===== src/rtl/ct_ciu_snb_age_ctrl_8.sv =====
// ---------------------------------------------------------------------------
// ct_ciu_snb_age_ctrl_8
//
// Control block for an 8-entry snoop-buffer slice. Allocates entries
// (lowest free index first), keeps a full age matrix so every pair of live
// entries has a defined order, and picks the oldest requesting entry. The
// winner is held in a registered grant until the consumer accepts it.
//
// Ports:
//   forever_cpuclk  clock, all state changes on the rising edge
//   cpurst_b        synchronous active-low reset
//   alloc_vld       allocation request
//   alloc_rdy       a free entry exists
//   alloc_id        lowest-index free entry (0 when full)
//   rel_vld         per-entry release mask (multi-hot allowed)
//   req_vld         per-entry issue request
//   gnt_vld/gnt_id  registered grant valid / granted index
//   gnt_rdy         consumer accepts the grant
//   entry_vld       entry occupied mask
//   age_vect        flattened age matrix, row i at [8i+7:8i];
//                   bit j set means entry j is older than entry i
//   occ_cnt         occupied entry count, 0..8
//   full            all entries occupied
// ---------------------------------------------------------------------------
module ct_ciu_snb_age_ctrl_8 #(
    parameter int DEPTH = 8,
    parameter int IDW   = 3
) (
    input  logic                   forever_cpuclk,
    input  logic                   cpurst_b,
    input  logic                   alloc_vld,
    output logic                   alloc_rdy,
    output logic [IDW-1:0]         alloc_id,
    input  logic [DEPTH-1:0]       rel_vld,
    input  logic [DEPTH-1:0]       req_vld,
    output logic                   gnt_vld,
    output logic [IDW-1:0]         gnt_id,
    input  logic                   gnt_rdy,
    output logic [DEPTH-1:0]       entry_vld,
    output logic [DEPTH*DEPTH-1:0] age_vect,
    output logic [IDW:0]           occ_cnt,
    output logic                   full
);

    logic [DEPTH-1:0] entryVld_q, entryVld_d;
    logic [DEPTH-1:0] age_q [DEPTH];
    logic [DEPTH-1:0] age_d [DEPTH];
    logic [IDW:0]     occCnt_q, occCnt_d;
    logic             gntVld_q, gntVld_d;
    logic [IDW-1:0]   gntId_q, gntId_d;

    logic             allocFire;
    logic [DEPTH-1:0] allocOneHot;
    logic [DEPTH-1:0] relEff;
    logic [IDW:0]     relCnt;
    logic [DEPTH-1:0] effReq;
    logic [DEPTH-1:0] sel;
    logic [IDW-1:0]   selId;
    logic             ageOk;

    assign full      = (occCnt_q == (IDW+1)'(DEPTH));
    assign alloc_rdy = ~full;
    assign occ_cnt   = occCnt_q;
    assign entry_vld = entryVld_q;
    assign gnt_vld   = gntVld_q;
    assign gnt_id    = gntId_q;

    // Lowest-index free entry. Scanning from the top down lets the lowest
    // free index overwrite any higher one; stays 0 when nothing is free.
    always_comb begin
        alloc_id = '0;
        for (int i = DEPTH - 1; i >= 0; i--) begin
            if (!entryVld_q[i]) alloc_id = IDW'(i);
        end
    end

    // Only releases of live entries count; releasing a free slot does nothing.
    // The allocation target comes from the pre-release mask, so a slot freed
    // this cycle cannot be handed out again in the same cycle.
    always_comb begin
        allocFire   = alloc_vld && alloc_rdy;
        allocOneHot = allocFire ? (DEPTH'(1) << alloc_id) : '0;
        relEff      = rel_vld & entryVld_q;
        entryVld_d  = (entryVld_q & ~relEff) | allocOneHot;
        relCnt      = '0;
        for (int i = 0; i < DEPTH; i++) begin
            relCnt = relCnt + (IDW+1)'(relEff[i]);
        end
        occCnt_d = occCnt_q + (IDW+1)'(allocFire) - relCnt;
    end

    // Age matrix update: a released row is wiped, a new row marks every
    // surviving entry as older, and the new/released columns are cleared
    // everywhere so the new entry is youngest and released ones vanish.
    always_comb begin
        for (int i = 0; i < DEPTH; i++) begin
            if (relEff[i]) begin
                age_d[i] = '0;
            end else if (allocOneHot[i]) begin
                age_d[i] = entryVld_q & ~relEff;
            end else begin
                age_d[i] = age_q[i] & ~relEff & ~allocOneHot;
            end
        end
    end

    // Oldest-first select: an entry wins if no other effective requester is
    // older than it. Entries releasing this cycle are excluded.
    always_comb begin
        effReq = req_vld & entryVld_q & ~rel_vld;
        selId  = '0;
        for (int i = 0; i < DEPTH; i++) begin
            sel[i] = effReq[i] && !(|(effReq & age_q[i]));
            if (sel[i]) selId = IDW'(i);
        end
    end

    // Grant register: while a grant is stalled it holds without
    // re-arbitration, except that releasing the granted entry kills it.
    always_comb begin
        if (gntVld_q && !gnt_rdy) begin
            gntVld_d = ~rel_vld[gntId_q];
            gntId_d  = gntId_q;
        end else begin
            gntVld_d = |sel;
            gntId_d  = selId;
        end
    end

    // All state registers, with synchronous active-low reset.
    always_ff @(posedge forever_cpuclk) begin
        if (!cpurst_b) begin
            entryVld_q <= '0;
            occCnt_q   <= '0;
            gntVld_q   <= 1'b0;
            gntId_q    <= '0;
            for (int i = 0; i < DEPTH; i++) age_q[i] <= '0;
        end else begin
            entryVld_q <= entryVld_d;
            occCnt_q   <= occCnt_d;
            gntVld_q   <= gntVld_d;
            gntId_q    <= gntId_d;
            for (int i = 0; i < DEPTH; i++) age_q[i] <= age_d[i];
        end
    end

    // Flatten the matrix for the downstream datapath.
    always_comb begin
        for (int i = 0; i < DEPTH; i++) begin
            age_vect[i*DEPTH +: DEPTH] = age_q[i];
        end
    end

    // Pairwise ordering check: diagonal always clear, and exactly one
    // direction set for every pair of live entries.
    always_comb begin
        ageOk = 1'b1;
        for (int i = 0; i < DEPTH; i++) begin
            if (age_q[i][i]) ageOk = 1'b0;
            for (int j = 0; j < DEPTH; j++) begin
                if (i != j && entryVld_q[i] && entryVld_q[j] &&
                    (age_q[i][j] == age_q[j][i])) ageOk = 1'b0;
            end
        end
    end

    ageOrderAssert: assert property (@(posedge forever_cpuclk) disable iff (!cpurst_b) ageOk);
    selOneHotAssert: assert property (@(posedge forever_cpuclk) disable iff (!cpurst_b) $onehot0(sel));

endmodule


===== config.mk =====
export PLATFORM = sky130hd
export DESIGN_NAME = ct_ciu_snb_age_ctrl_8
export DESIGN_NICKNAME = d
export VERILOG_FILES = /design/src/rtl/ct_ciu_snb_age_ctrl_8.sv
export SDC_FILE = /design/constraint.sdc
export NUM_CORES = 1
export LEC_CHECK = 0
export ABC_AREA = 0
export BUFFER_PORTS_ARGS = -buffer_cell sky130_fd_sc_hd__buf_4
export CAP_MARGIN = 20
export CORE_MARGIN = 2
export CORE_UTILIZATION = 48
export CTS_CLUSTER_DIAMETER = 100
export DETAILED_ROUTE_END_ITERATION = 6
export PLACE_DENSITY = 0.76
export SLEW_MARGIN = 30
export SYNTH_ARGS = -nofsm -noshare
export SYNTH_HDL_FRONTEND = slang
export SYNTH_SLANG_ARGS = --single-unit

===== constraint.sdc =====
create_clock -name forever_cpuclk -period 3.68 [get_ports forever_cpuclk]
set_clock_uncertainty 0.15 [all_clocks]
set_input_delay 0.368 -clock forever_cpuclk [delete_from_list [all_inputs] [get_ports forever_cpuclk]]
set_output_delay 0.368 -clock forever_cpuclk [all_outputs]
set_load 0.02 [all_outputs]

After elaboration in Yosys (flattened, before gate mapping)
Memories as Yosys holds them, arrays and structs flattened.
Index checks and enable logic that the tools add are counted.
{"block": "classes", "eq_ne": 1, "n_reduce_logical": 28, "n_shift": 1, "bitwise": 42, "div_mod_pow": 0, "magnitude_cmp": 1, "multipliers": 0, "addsub": 9, "n_mux": 45}
{"operator": "$and A8 B8 Y8", "n": 28}
{"operator": "$mux W8", "n": 25}
{"operator": "$reduce_or A8 Y1", "n": 9}
{"operator": "$mux W3", "n": 14}
{"operator": "$not A8 Y8", "n": 3}
{"operator": "$add A4 B1 Y4", "n": 5}
{"operator": "$logic_and A1 B1 Y1", "n": 10}
{"operator": "$logic_not A1 Y1", "n": 9}
{"operator": "$or A1 B1 Y1", "n": 8}
{"operator": "$or A8 B8 Y8", "n": 1}
{"operator": "$shl A1 B3 Y8 const A", "n": 1}
{"operator": "$mux W1", "n": 5}
{"operator": "$add A3 B1 Y4", "n": 1}
{"operator": "$eq A4 B4 Y1 const B", "n": 1}
{"operator": "$lt A3 B4 Y1 const B", "n": 1}
{"operator": "$sub A4 B4 Y4", "n": 1}
{"operator": "$add A2 B1 Y3", "n": 1}
{"operator": "$bmux W1 S3", "n": 1}
{"operator": "$add A1 B1 Y2", "n": 1}
{"operator": "$not A1 Y1", "n": 2}
{"block": "totals", "output_inout_bits": 85, "rom_bits": 0, "memories": 1, "latch_bits": 0, "reg_bits": 16, "mem_bits_rw": 64, "in_bits": 20}
{"memory": "age_q", "words": 8, "word_bits": 8, "read_ports": 8, "rd_clocked_by_memory_dff": 0, "wr": 8, "line_no": "46", "rtl": "logic [DEPTH-1:0] age_q [DEPTH];"}

Longest topological paths before layout
{"block": "depth", "depth_word": 15, "mapped_depth": 15, "mapped_depth_nobuf": 14}

Least setup slack after synthesis
OpenSTA, ideal clock, no wires.
{"block": "synth_timing", "path_type": "flip-flop to flip-flop", "from": "reg entryVld_q[4] (netlist: entry_vld[4])", "to": "reg occCnt_q[3] (netlist: occ_cnt[3])", "t_arrival_ns": 3.781, "path_slack_ns": -0.366, "t_required_ns": 3.415, "path_stages_with_launch": 15, "path_cell_list": "dfxtp_1 > clkbuf_1 > clkbuf_1 > nand2_1 > fa_1 > inv_1 > fa_1 > fa_1 > fa_1 > inv_1 > ha_1 > ha_1 > xor2_1 > xnor2_1 > and2_1"}
{"block": "synth_between", "elab_chain_cells": 6}
{"item": "from (decl)", "line_no": "45", "rtl": "logic [DEPTH-1:0] entryVld_q, entryVld_d;"}
{"item": "from (signal assigned)", "line_no": "139", "rtl": "entryVld_q <= entryVld_d;"}
{"item": "$and A8 B8 Y8", "line_no": "83", "rtl": "relEff = rel_vld & entryVld_q;"}
{"item": "$add A4 B1 Y4 (4 in series)", "line_no": "87", "rtl": "relCnt = relCnt + (IDW+1)'(relEff[i]);"}
{"item": "$sub A4 B4 Y4", "line_no": "89", "rtl": "occCnt_d = occCnt_q + (IDW+1)'(allocFire) - relCnt;"}
{"item": "to (signal assigned)", "line_no": "140", "rtl": "occCnt_q <= occCnt_d;"}
{"item": "to (decl)", "line_no": "48", "rtl": "logic [IDW:0] occCnt_q, occCnt_d;"}
No other way between the ends.
A chain may end at the register's enable or synchronous reset.

Worst setup path in the final report
{"block": "layout_timing", "from": "reg entryVld_q[7] (netlist: entry_vld[7])", "to": "reg occCnt_q[3] (netlist: occ_cnt[3])"}
{"block": "layout_between", "elab_chain_cells": 3}
{"item": "$and A8 B8 Y8", "line_no": "83"}
{"item": "$add A4 B1 Y4", "line_no": "87"}
{"item": "$sub A4 B4 Y4", "line_no": "89"}
No other way between the ends.

==> out/results.txt <==
Result of the run - completed
Worst supply voltage drop on vdd - 0.259 mV
DR DRC count - 0
Fin crit period - 3.53 ns
Launching element type of the critical path - register
Crit path capture type - register
Ratio of total power to cell area - 361 nW/um^2
TritonRoute pass-1 iters - 5
Post-Place Worst Slack - 0.0195 ns
Cell types occupying the most area after synthesis - sky130_fd_sc_hd__dfxtp_1 39%, sky130_fd_sc_hd__nand2_1 7.0%, sky130_fd_sc_hd__a21oi_1 6.9%
Overall fraction of global-route tracks in use - 34.5%
Number of ports placed on the die boundary - 105
Most used standard cell by instance count after synthesis - sky130_fd_sc_hd__dfxtp_1
Proportion of netlist area held by the largest area contributor - 39.2%
Area of the core - 8220 sq um
Die area - 9270 sq um
Horizontal die dimension - 96.3 microns
Share of synthesized registers carrying an async set or reset - 0%
Pin count of the biggest net entering global routing - 32
Signed area change from the synthesized netlist to the final layout - 28.9%
Required @ worst endpoint - 3.79 ns
Average vias per placed instance - 6.43
Routed wire length - 15.6 mm
Internal power contribution - 1.33 mW
Post-layout instance count excluding filler cells - 695
Number of buffers inserted to repair setup after CTS - 0
Area taken by multi-input logic gates - 2310 sq um
Clock-pin slew on the worst setup and hold paths - 0.09 ns
Wire length per cell after detailed routing - 22.5 microns
Dominant synthesized flop cell - sky130_fd_sc_hd__dfxtp_1
Estimated wirelength of the detail-placed design - 11.3 mm
Syn Nets - 507
Part of the total power dissipated in combinational logic - 16.4%
Clock Power Share - 35.8%
Post-route design area - 5270 sq um
Worst min-delay path class - in -> reg
PortBufs - 104
Root cell of the clock tree - sky130_fd_sc_hd__clkbuf_8
Post-Synthesis Mean Instance Area - 8.62 sq um
Maximum fanout along the worst path - 2
Number of global-route vias before repair - 4166
Max-capacitance violation count - 0
Initial Util - 49.7%
RSZ-0062 raised after global routing - no
Cell type with the largest total area after synthesis - sky130_fd_sc_hd__dfxtp_1
GR Overflow Total - 0
Global-route wire length before repair - 23.4 mm
Fraction of power consumed by sequential logic - 47.8%
Register Area - 1610 sq um
Critical path data arrival time - 3.63 ns
Cell Area, Placed - 5070 sq um
Cell Area, Synth - 4090 sq um
Final number of max-transition violations - 0
Number of flip-flops and latches in the synthesized netlist - 80
Number of levels in the clock H-tree - 3
Die Y - 96.3 microns
CP Class - reg -> reg
Count of placed standard cells including taps - 679
Residual antenna-violating net count after detailed routing - 0
Total Neg Setup Slack - 0 ns
Number of synthesized flops with an enable pin - 0
Peak clock frequency supported by timing - 284 MHz
Leakage power of the design - 2.26 nW
Clock sink count - 80
Number of setup violations in the final report - 0
Actual transition at the worst max-transition pin - 0.868 ns
Count of nets after finishing - 618
Number of warnings reported in the yosys synthesis log - 0
Detailed router's first-iteration violation count - 501
Final count of hold timing violations - 0
Antenna cell count - 0
Sequential element share of the synthesized area - 39.2%
Switching fraction of total power - 30.3%
# fillers - 728
Global placer's final weighted congestion - 0.999
Commonest cells in the synthesized netlist - 80 x sky130_fd_sc_hd__dfxtp_1, 76 x sky130_fd_sc_hd__nand2_1, 56 x sky130_fd_sc_hd__a21oi_1
Final period util - 95.8%
Number of antenna violations at the first check in global routing - 0
Number of placement rows - 33
Cts bufs inserted - 9
Setup slack of the critical path after layout - 0.154 ns
Gate count after technology mapping - 474
Count of unique library cells instantiated by Yosys - 62
Fraction of layout instances using a drive strength above 1 - 28.5%
Maximum count of clock buffers along a single path - 2
Switching power summed over all nets - 0.576 mW
Clock network latency to the later pin of the worst-skew pair - 0.36 ns
Via count - 4468
Relative slew slack - 40.6%
CTS tree - done
[cell usage in the layout, fill, tap and decap left out, drive strengths merged, types with 3 or more instances in the layout]
cell type	netlist	layout
o211ai	9	9
nor3b	4	4
clkbuf	13	10
o21a	4	4
and3b	8	8
dfxtp	80	80
a31oi	6	6
ha	7	7
a2111o	6	6
a21boi	6	6
a221oi	3	3
nor3	7	7
and2	14	14
nor2b	4	4
o2111ai	4	4
o21ai	9	9
nand3	23	23
and3	4	4
buf	13	126
a2111oi	7	7
nand2	77	77
nand2b	8	8
a21oi	56	56
and4b	15	15
fa	6	6
inv	19	21
and4	4	4
nor2	15	15
a22oi	10	10
[critical path: stages (launching register included)]
cell	delay, ns
sky130_fd_sc_hd__dfxtp_1	0.34
sky130_fd_sc_hd__nand2_1	0.15
sky130_fd_sc_hd__fa_1	0.40
sky130_fd_sc_hd__inv_1	0.08
sky130_fd_sc_hd__fa_1	0.45
sky130_fd_sc_hd__fa_1	0.45
sky130_fd_sc_hd__fa_1	0.49
sky130_fd_sc_hd__inv_1	0.04
sky130_fd_sc_hd__ha_1	0.27
sky130_fd_sc_hd__ha_1	0.20
sky130_fd_sc_hd__xor2_1	0.15
sky130_fd_sc_hd__xnor2_1	0.12
sky130_fd_sc_hd__and2_1	0.15
[stage by stage]
step | utilization (%) | hold slack, ns | power (mW)
2_1_floorplan | - | 0.307 | 1.10
3_3_place_gp | 61.7 | 0.306 | 1.23
3_5_place_dp | 61.7 | 0.311 | 1.23
4_1_cts | 64.1 | 0.178 | 1.89
5_1_grt | 64.1 | 0.183 | 1.96
6_report | 64.1 | 0.181 | 1.90
[kinds of logic after synthesis]
group	after synthesis	synth area share [%]
fa+ha+maj	13	5.08
flops	80	39.2
mux	5	1.87
buf+inv	45	4.65
simple gates	199	27.3
compound gates	129	21.2
xor+xnor	3	0.643
[layout make-up]
| class | count | share of cell area [%] |
|---|---|---|
| flip-flops and latches | 80 | 30.6 |
| well taps | 105 | 2.49 |
| multi-input cells | 349 | 43.9 |
| clock buffers | 10 | 2.42 |
| clock inverters | 6 | 1.28 |
| repair buffers | 126 | 18.0 |
| inverters | 19 | 1.35 |
[registers in the layout, summed over array words and instances (netlist names)]
signal and count:
gnt_id 3, age_q 64, entry_vld 8, gnt_vld 1, occ_cnt 4
[repair_timing]
item                       in CTS  in global routing
setup endpoints to repair       0                  1
hold endpoints to repair        0                  0
resized for setup               0                  1
hold buffers                    0                  0
[worst paths after layout]
| kind | from | endpoint | slack (ns) | cells after the start |
|---|---|---|---|---|
| hold / removal | rel_vld[6] | entry_vld[6]$_SDFF_PN0_ | 0.18 | 3 |
| setup reg to reg | entry_vld[7]$_SDFF_PN0_ | occ_cnt[3]$_SDFF_PN0_ | 0.15 | 12 |
| hold reg to reg | age_q[1][26]$_SDFF_PP0_ | age_q[1][26]$_SDFF_PP0_ | 0.32 | 2 |
| setup / recovery | entry_vld[7]$_SDFF_PN0_ | occ_cnt[3]$_SDFF_PN0_ | 0.15 | 12 |
[power by group through the flow]
stage | clock network [mW] | registers, mW | logic [mW]
6_report | 0.681 | 0.910 | 0.312
5_1_grt | 0.709 | 0.913 | 0.339
4_1_cts | 0.671 | 0.909 | 0.308
3_5_place_dp | 0 | 0.929 | 0.306
3_3_place_gp | 0 | 0.929 | 0.299
2_1_floorplan | 0 | 0.952 | 0.153
[routing by layer]
| metal | up-vias | global-route usage [%] | part of all wire [%] |
|---|---|---|---|
| met1 | 2116 | 46.2 | 40 |
| met2 | 337 | 53.4 | 44 |
| met5 | - | 0 | 0 |
| li1 | 1955 | - | - |
| met3 | 60 | 6.81 | 11 |
| met4 | 0 | 15.8 | 4.6 |
Power figures use the tool's default switching activity.
